### config.mk
export PLATFORM = sky130hd
export DESIGN_NAME = cordic_range_reducer_flat
export DESIGN_NICKNAME = d
export VERILOG_FILES = /design/src/rtl/cordic_range_reducer_if.sv /design/src/rtl/cordic_range_reducer.sv /design/src/flat_wrapper.sv
export SDC_FILE = /design/constraint.sdc
export NUM_CORES = 1
export LEC_CHECK = 0
export BUFFER_PORTS_ARGS = -buffer_cell sky130_fd_sc_hd__buf_2
export CAP_MARGIN = 20
export CORE_MARGIN = 4
export CORE_UTILIZATION = 45
export CTS_BUF_LIST = sky130_fd_sc_hd__clkbuf_16
export DETAILED_ROUTE_END_ITERATION = 7
export PLACE_DENSITY = 0.82
export SETUP_SLACK_MARGIN = 0.2
export SLEW_MARGIN = 25
export SYNTH_ARGS = -nofsm -noshare
export SYNTH_HDL_FRONTEND = slang
export SYNTH_SLANG_ARGS = --single-unit
### constraint.sdc
create_clock -name clk -period 3.3 [get_ports clk]
set_input_delay 0 -clock clk [delete_from_list [all_inputs] [get_ports clk]]
set_output_delay 0 -clock clk [all_outputs]
set_load 0.05 [all_outputs]
### src/rtl/cordic_range_reducer_if.sv
// Valid/ready transaction bus: start vector and angle in, reduced vector and angle out.
// The reducer uses the slave side; the source and the CORDIC pipeline use the master side.
interface cordic_range_reducer_if #(
    parameter int W = 16
);
    logic                in_valid;
    logic                in_ready;
    logic signed [W-1:0] x_in;
    logic signed [W-1:0] y_in;
    logic signed [W-1:0] z_in;
    logic                out_valid;
    logic                out_ready;
    logic signed [W-1:0] x0;
    logic signed [W-1:0] y0;
    logic signed [W-1:0] z0;
    logic                out_flip;

    modport master (
        output in_valid, x_in, y_in, z_in, out_ready,
        input  in_ready, out_valid, x0, y0, z0, out_flip
    );

    modport slave (
        input  in_valid, x_in, y_in, z_in, out_ready,
        output in_ready, out_valid, x0, y0, z0, out_flip
    );
endinterface

### src/rtl/cordic_range_reducer.sv
// Reduces a signed Q6.10 angle into [-pi/2, +pi/2] for the CORDIC pipeline:
// iterative 2*pi correction, then a single pi fold that negates the start vector.
module cordic_range_reducer #(
    parameter int W         = 16,
    parameter int C_PI      = 3217,
    parameter int C_HALF_PI = 1608,
    parameter int C_TWO_PI  = 6434
) (
    input  logic                  clk,
    input  logic                  rst,
    cordic_range_reducer_if.slave bus
);

    localparam logic signed [W-1:0] PI       = W'(C_PI);
    localparam logic signed [W-1:0] NEG_PI   = -PI;
    localparam logic signed [W-1:0] HALF     = W'(C_HALF_PI);
    localparam logic signed [W-1:0] NEG_HALF = -HALF;
    localparam logic signed [W-1:0] TWO_PI   = W'(C_TWO_PI);
    localparam logic signed [W-1:0] MOST_NEG = {1'b1, {(W-1){1'b0}}};
    localparam logic signed [W-1:0] MOST_POS = {1'b0, {(W-1){1'b1}}};

    typedef enum logic [1:0] {
        S_IDLE,
        S_REDUCE,
        S_FOLD,
        S_OUT
    } state_t;

    state_t              r_state;
    logic                r_in_ready;
    logic                r_out_valid;
    logic                r_flip;
    logic signed [W-1:0] r_x;
    logic signed [W-1:0] r_y;
    logic signed [W-1:0] r_z;

    logic                w_fold_hi;
    logic                w_fold_lo;
    logic signed [W-1:0] w_z_folded;

    // The only unrepresentable negation is the most negative code; clamp it.
    function automatic logic signed [W-1:0] neg_sat(input logic signed [W-1:0] v);
        if (v == MOST_NEG) begin
            return MOST_POS;
        end
        return -v;
    endfunction

    always_comb begin
        w_fold_hi  = (r_z > HALF);
        w_fold_lo  = (r_z < NEG_HALF);
        w_z_folded = r_z;
        if (w_fold_hi) begin
            w_z_folded = r_z - PI;
        end else if (w_fold_lo) begin
            w_z_folded = r_z + PI;
        end
    end

    always_ff @(posedge clk) begin
        if (rst) begin
            r_state     <= S_IDLE;
            r_in_ready  <= 1'b1;
            r_out_valid <= 1'b0;
            r_flip      <= 1'b0;
            r_x         <= '0;
            r_y         <= '0;
            r_z         <= '0;
        end else begin
            case (r_state)
                S_IDLE: begin
                    if (bus.in_valid && r_in_ready) begin
                        r_x        <= bus.x_in;
                        r_y        <= bus.y_in;
                        r_z        <= bus.z_in;
                        r_flip     <= 1'b0;
                        r_in_ready <= 1'b0;
                        r_state    <= S_REDUCE;
                    end
                end
                // Each step moves z toward zero by 2*pi, so no overflow can occur.
                S_REDUCE: begin
                    if (r_z > PI) begin
                        r_z <= r_z - TWO_PI;
                    end else if (r_z < NEG_PI) begin
                        r_z <= r_z + TWO_PI;
                    end else begin
                        r_state <= S_FOLD;
                    end
                end
                S_FOLD: begin
                    if (w_fold_hi || w_fold_lo) begin
                        r_z    <= w_z_folded;
                        r_x    <= neg_sat(r_x);
                        r_y    <= neg_sat(r_y);
                        r_flip <= 1'b1;
                    end
                    r_out_valid <= 1'b1;
                    r_state     <= S_OUT;
                end
                // Retiring always passes through IDLE, so no same-cycle accept.
                S_OUT: begin
                    if (bus.out_ready) begin
                        r_out_valid <= 1'b0;
                        r_in_ready  <= 1'b1;
                        r_state     <= S_IDLE;
                    end
                end
                default: begin
                    r_out_valid <= 1'b0;
                    r_in_ready  <= 1'b1;
                    r_state     <= S_IDLE;
                end
            endcase
        end
    end

    assign bus.in_ready  = r_in_ready;
    assign bus.out_valid = r_out_valid;
    assign bus.x0        = r_x;
    assign bus.y0        = r_y;
    assign bus.z0        = r_z;
    assign bus.out_flip  = r_flip;

endmodule

### src/flat_wrapper.sv
// flat-port wrapper written by rule: the top's interface ports become plain ports
module cordic_range_reducer_flat 
#(
    parameter int W         = 16,
    parameter int C_PI      = 3217,
    parameter int C_HALF_PI = 1608,
    parameter int C_TWO_PI  = 6434
)
  (clk, rst, bus_in_valid, bus_x_in, bus_y_in, bus_z_in, bus_out_ready, bus_in_ready, bus_out_valid, bus_x0, bus_y0, bus_z0, bus_out_flip);
  cordic_range_reducer_if #(.W(W)) bus_i ();
  input  logic clk;
  input  logic rst;
  input wire logic [$bits(bus_i.in_valid)-1:0] bus_in_valid;
  input wire logic [$bits(bus_i.x_in)-1:0] bus_x_in;
  input wire logic [$bits(bus_i.y_in)-1:0] bus_y_in;
  input wire logic [$bits(bus_i.z_in)-1:0] bus_z_in;
  input wire logic [$bits(bus_i.out_ready)-1:0] bus_out_ready;
  output wire logic [$bits(bus_i.in_ready)-1:0] bus_in_ready;
  output wire logic [$bits(bus_i.out_valid)-1:0] bus_out_valid;
  output wire logic [$bits(bus_i.x0)-1:0] bus_x0;
  output wire logic [$bits(bus_i.y0)-1:0] bus_y0;
  output wire logic [$bits(bus_i.z0)-1:0] bus_z0;
  output wire logic [$bits(bus_i.out_flip)-1:0] bus_out_flip;
  assign bus_i.in_valid = bus_in_valid;
  assign bus_i.x_in = bus_x_in;
  assign bus_i.y_in = bus_y_in;
  assign bus_i.z_in = bus_z_in;
  assign bus_i.out_ready = bus_out_ready;
  assign bus_in_ready = bus_i.in_ready;
  assign bus_out_valid = bus_i.out_valid;
  assign bus_x0 = bus_i.x0;
  assign bus_y0 = bus_i.y0;
  assign bus_z0 = bus_i.z0;
  assign bus_out_flip = bus_i.out_flip;
  cordic_range_reducer #(.W(W), .C_PI(C_PI), .C_HALF_PI(C_HALF_PI), .C_TWO_PI(C_TWO_PI)) u_core (.clk(clk), .rst(rst), .bus(bus_i));
endmodule
==> impl_metrics.json <==
{
  "via_per_inst": 6.353,
  "cap_violations": 0,
  "drtIter0Drc": 535,
  "reg2reg_to": "u_core.bus.z0[14]$_SDFFE_PP0P_",
  "finalCriticalPeriod_ps": 3187,
  "grt.overflow.total": 0,
  "row_count": 37,
  "avgSynthCellArea_sq_um": 7.129,
  "fin_hold_ws_ps": 7.835,
  "grt_pass1_wl_um": 25960,
  "p_leak_uw": 0.002361,
  "synth_ff_type": "dfxtp_1",
  "die_area_sq_um": 12120,
  "hold_class": "in -> reg",
  "worstMarginPinSlew_ps": 632.2,
  "hold_viol": 0,
  "synth_edf_count": 0,
  "slew_headroom": 0.5785,
  "ys_types": 78,
  "start_util": 0.4585,
  "async_flop_share": 0,
  "finalNonFillerCells": 893,
  "finalNetCount": 824,
  "design.core.area_sq_um": 10230,
  "max_freq_mhz": 313.8,
  "worstSetupStartpoint": "u_core.bus.z0[1]$_SDFFE_PP0P_",
  "dpl_worst_slack_ps": 142.1,
  "drive_gt1_frac": 0.2801,
  "track_usage": 0.2631,
  "outcome": "finished, final reports clean",
  "finalInstanceArea_sq_um": 5829,
  "final_common_cell": "buf_2",
  "path_clk_slew_ps": 70,
  "htreeDepth": 2,
  "ant_nets": 0,
  "ir_drop_v": 0.0007791,
  "cts_buffers": 5,
  "areaGrowthSynthToFinish_pct": 24.27,
  "seq_area_frac_synth": 0.2262,
  "antennaDiodeCount": 0,
  "period_share": 0.9657,
  "power.density_nw_per_um2": 1310,
  "grt_max_degree": 54,
  "cp-start-kind": "register",
  "setup_tns_ps": 0,
  "finalClockSkew_ps": 7.310,
  "rsz0062_at_grt": "true",
  "drc": 0,
  "setup_ws_ps": 113.4,
  "routed_wl_um": 16130,
  "synth_area_sq_um": 4691,
  "final-max-slew-violation-count": 0,
  "antenna_found_initial": 1,
  "finalSetupViolations": 0,
  "dr_total_vias": 5673,
  "reg2reg_slack_ps": 110,
  "cp-endpoint": "u_core.bus.z0[14]$_SDFFE_PP0P_",
  "wl_per_cell_um": 18.06,
  "synthCells": 658,
  "dp_hpwl_um": 11240,
  "path_class": "reg -> reg",
  "dr.pass1.iters": 5,
  "regToRegStartpoint": "u_core.bus.z0[1]$_SDFFE_PP0P_",
  "critPathCaptureType": "register",
  "cts_tree": "done",
  "critPathArrivalTime_ps": 3400,
  "die_w_um": 110.1,
  "cp.required_ps": 3510,
  "port_buffers": 102,
  "clock_latency_ps": 300,
  "worstPathMaxFanout": 8,
  "r2r_cells": 15,
  "yosysWarnings": 0,
  "dp.cells": 870,
  "clock_sinks": 53,
  "grt_pass1_vias": 5169,
  "design.portCount": 103,
  "gp_congestion": 0.9744,
  "root_buffer": "clkbuf_16",
  "dieHeight_um": 110.1,
  "synth_seq_cells": 53,
  "cts_max_path_buffers": 2,
  "placed_cell_area_sq_um": 5438,
  "mostFrequentLayoutCells": "buf_2 (103), nand2_1 (64), nor2_1 (56)",
  "syn_nets": 726
}
==> worst max-delay path, cell delays in order, from the launching register on <==
cell and delay (ps):
dfxtp_4 400, inv_4 60, ha_2 160, and3_4 140, a41oi_2 220, and3_4 270, clkinv_8 90, ha_2 280
nand2_1 90, o211ai_1 130, o21ai_1 200, nand2_1 90, a311oi_2 300, xor2_1 240, a221oi_2 100, o41ai_2 310
==> how the worst min path moves through the flow <==
stage / from / end / slack (ps) / cells past startpoint
3_5_place_dp: bus_y_in[0] / u_core.bus.y0[0]$_SDFFE_PP0P_ / 260 / 3
2_1_floorplan: bus_y_in[0] / u_core.bus.y0[0]$_SDFFE_PP0P_ / 160 / 2
4_1_cts: bus_z_in[14] / u_core.bus.z0[14]$_SDFFE_PP0P_ / 5 / 3
6_report: bus_z_in[14] / u_core.bus.z0[14]$_SDFFE_PP0P_ / 8 / 3
5_1_grt: bus_z_in[14] / u_core.bus.z0[14]$_SDFFE_PP0P_ / 20 / 3
3_3_place_gp: bus_y_in[0] / u_core.bus.y0[0]$_SDFFE_PP0P_ / 260 / 3
==> metal layers <==
metal	vias to the layer above	share of wire	global-route usage
met2	348	0.46	0.4250
met1	2609	0.40	0.3420
met5	-	0.00043	0
met3	54	0.10	0.06174
met4	2	0.032	0.09587
li1	2660	-	-
==> state kept, by name (all words and copies together), names as in the netlist <==
name                  flops
u_core.bus.z0            16
u_core.bus.in_ready       1
u_core.bus.x0            16
u_core.bus.out_flip       1
u_core.bus.y0            16
u_core.r_state            2
u_core.bus.out_valid      1
==> cell families after synthesis <==
group,Yosys count,share of synthesized area
compound gates,241,0.3550
simple gates,222,0.2281
buf+inv,95,0.08642
flops,53,0.2262
xor+xnor,20,0.03734
fa+ha+maj,16,0.04268
mux,11,0.02427
==> per-stage QoR <==
stage          utilization  total power, uW
4_1_cts             0.5551             7286
2_1_floorplan            -             5353
3_3_place_gp        0.5315             6518
5_1_grt             0.5698             8180
6_report            0.5698             7636
3_5_place_dp        0.5315             6573
==> power by group <==
group	switching, uW	internal, uW
combinational	3740	2050
sequential	315	899
clock	269	365
total	4330	3310
==> timing repair <==
item | in CTS | in global routing
buffers inserted | 0 | 11
hold buffers | 4 | 0
setup endpoints to repair | 4 | 9
pin swaps | 3 | 16
resized for setup | 6 | 15
endpoints found under the hold margin | 4 | 0
==> area by class of cell <==
type | count | area [sq um]
Fill cell | 956 | 4402
Timing Repair Buffer | 148 | 868.3
Clock inverter | 3 | 50.05
Multi-Input combinational cell | 510 | 3381
Clock buffer | 5 | 125.1
Tap cell | 136 | 170.2
Inverter | 38 | 157.7
Sequential cell | 53 | 1077
==> synthesized netlist by cell type, types with 8 or more instances <==
library cell	count	area share
mux2i_1	8	0.017
a21oi_1	50	0.053
dfxtp_1	53	0.23
xnor2_1	14	0.026
a211oi_1	14	0.022
nand3_1	22	0.023
or3_1	9	0.012
ha_1	16	0.043
buf_2	12	0.013
inv_1	36	0.029
clkbuf_1	33	0.026
o21ai_0	45	0.048
nand2_1	66	0.053
nor2_1	57	0.046
o22ai_1	13	0.017
a31oi_1	19	0.025
a221oi_1	15	0.028
nor3_1	26	0.028
No activity file was read; power rests on OpenSTA's default activity.
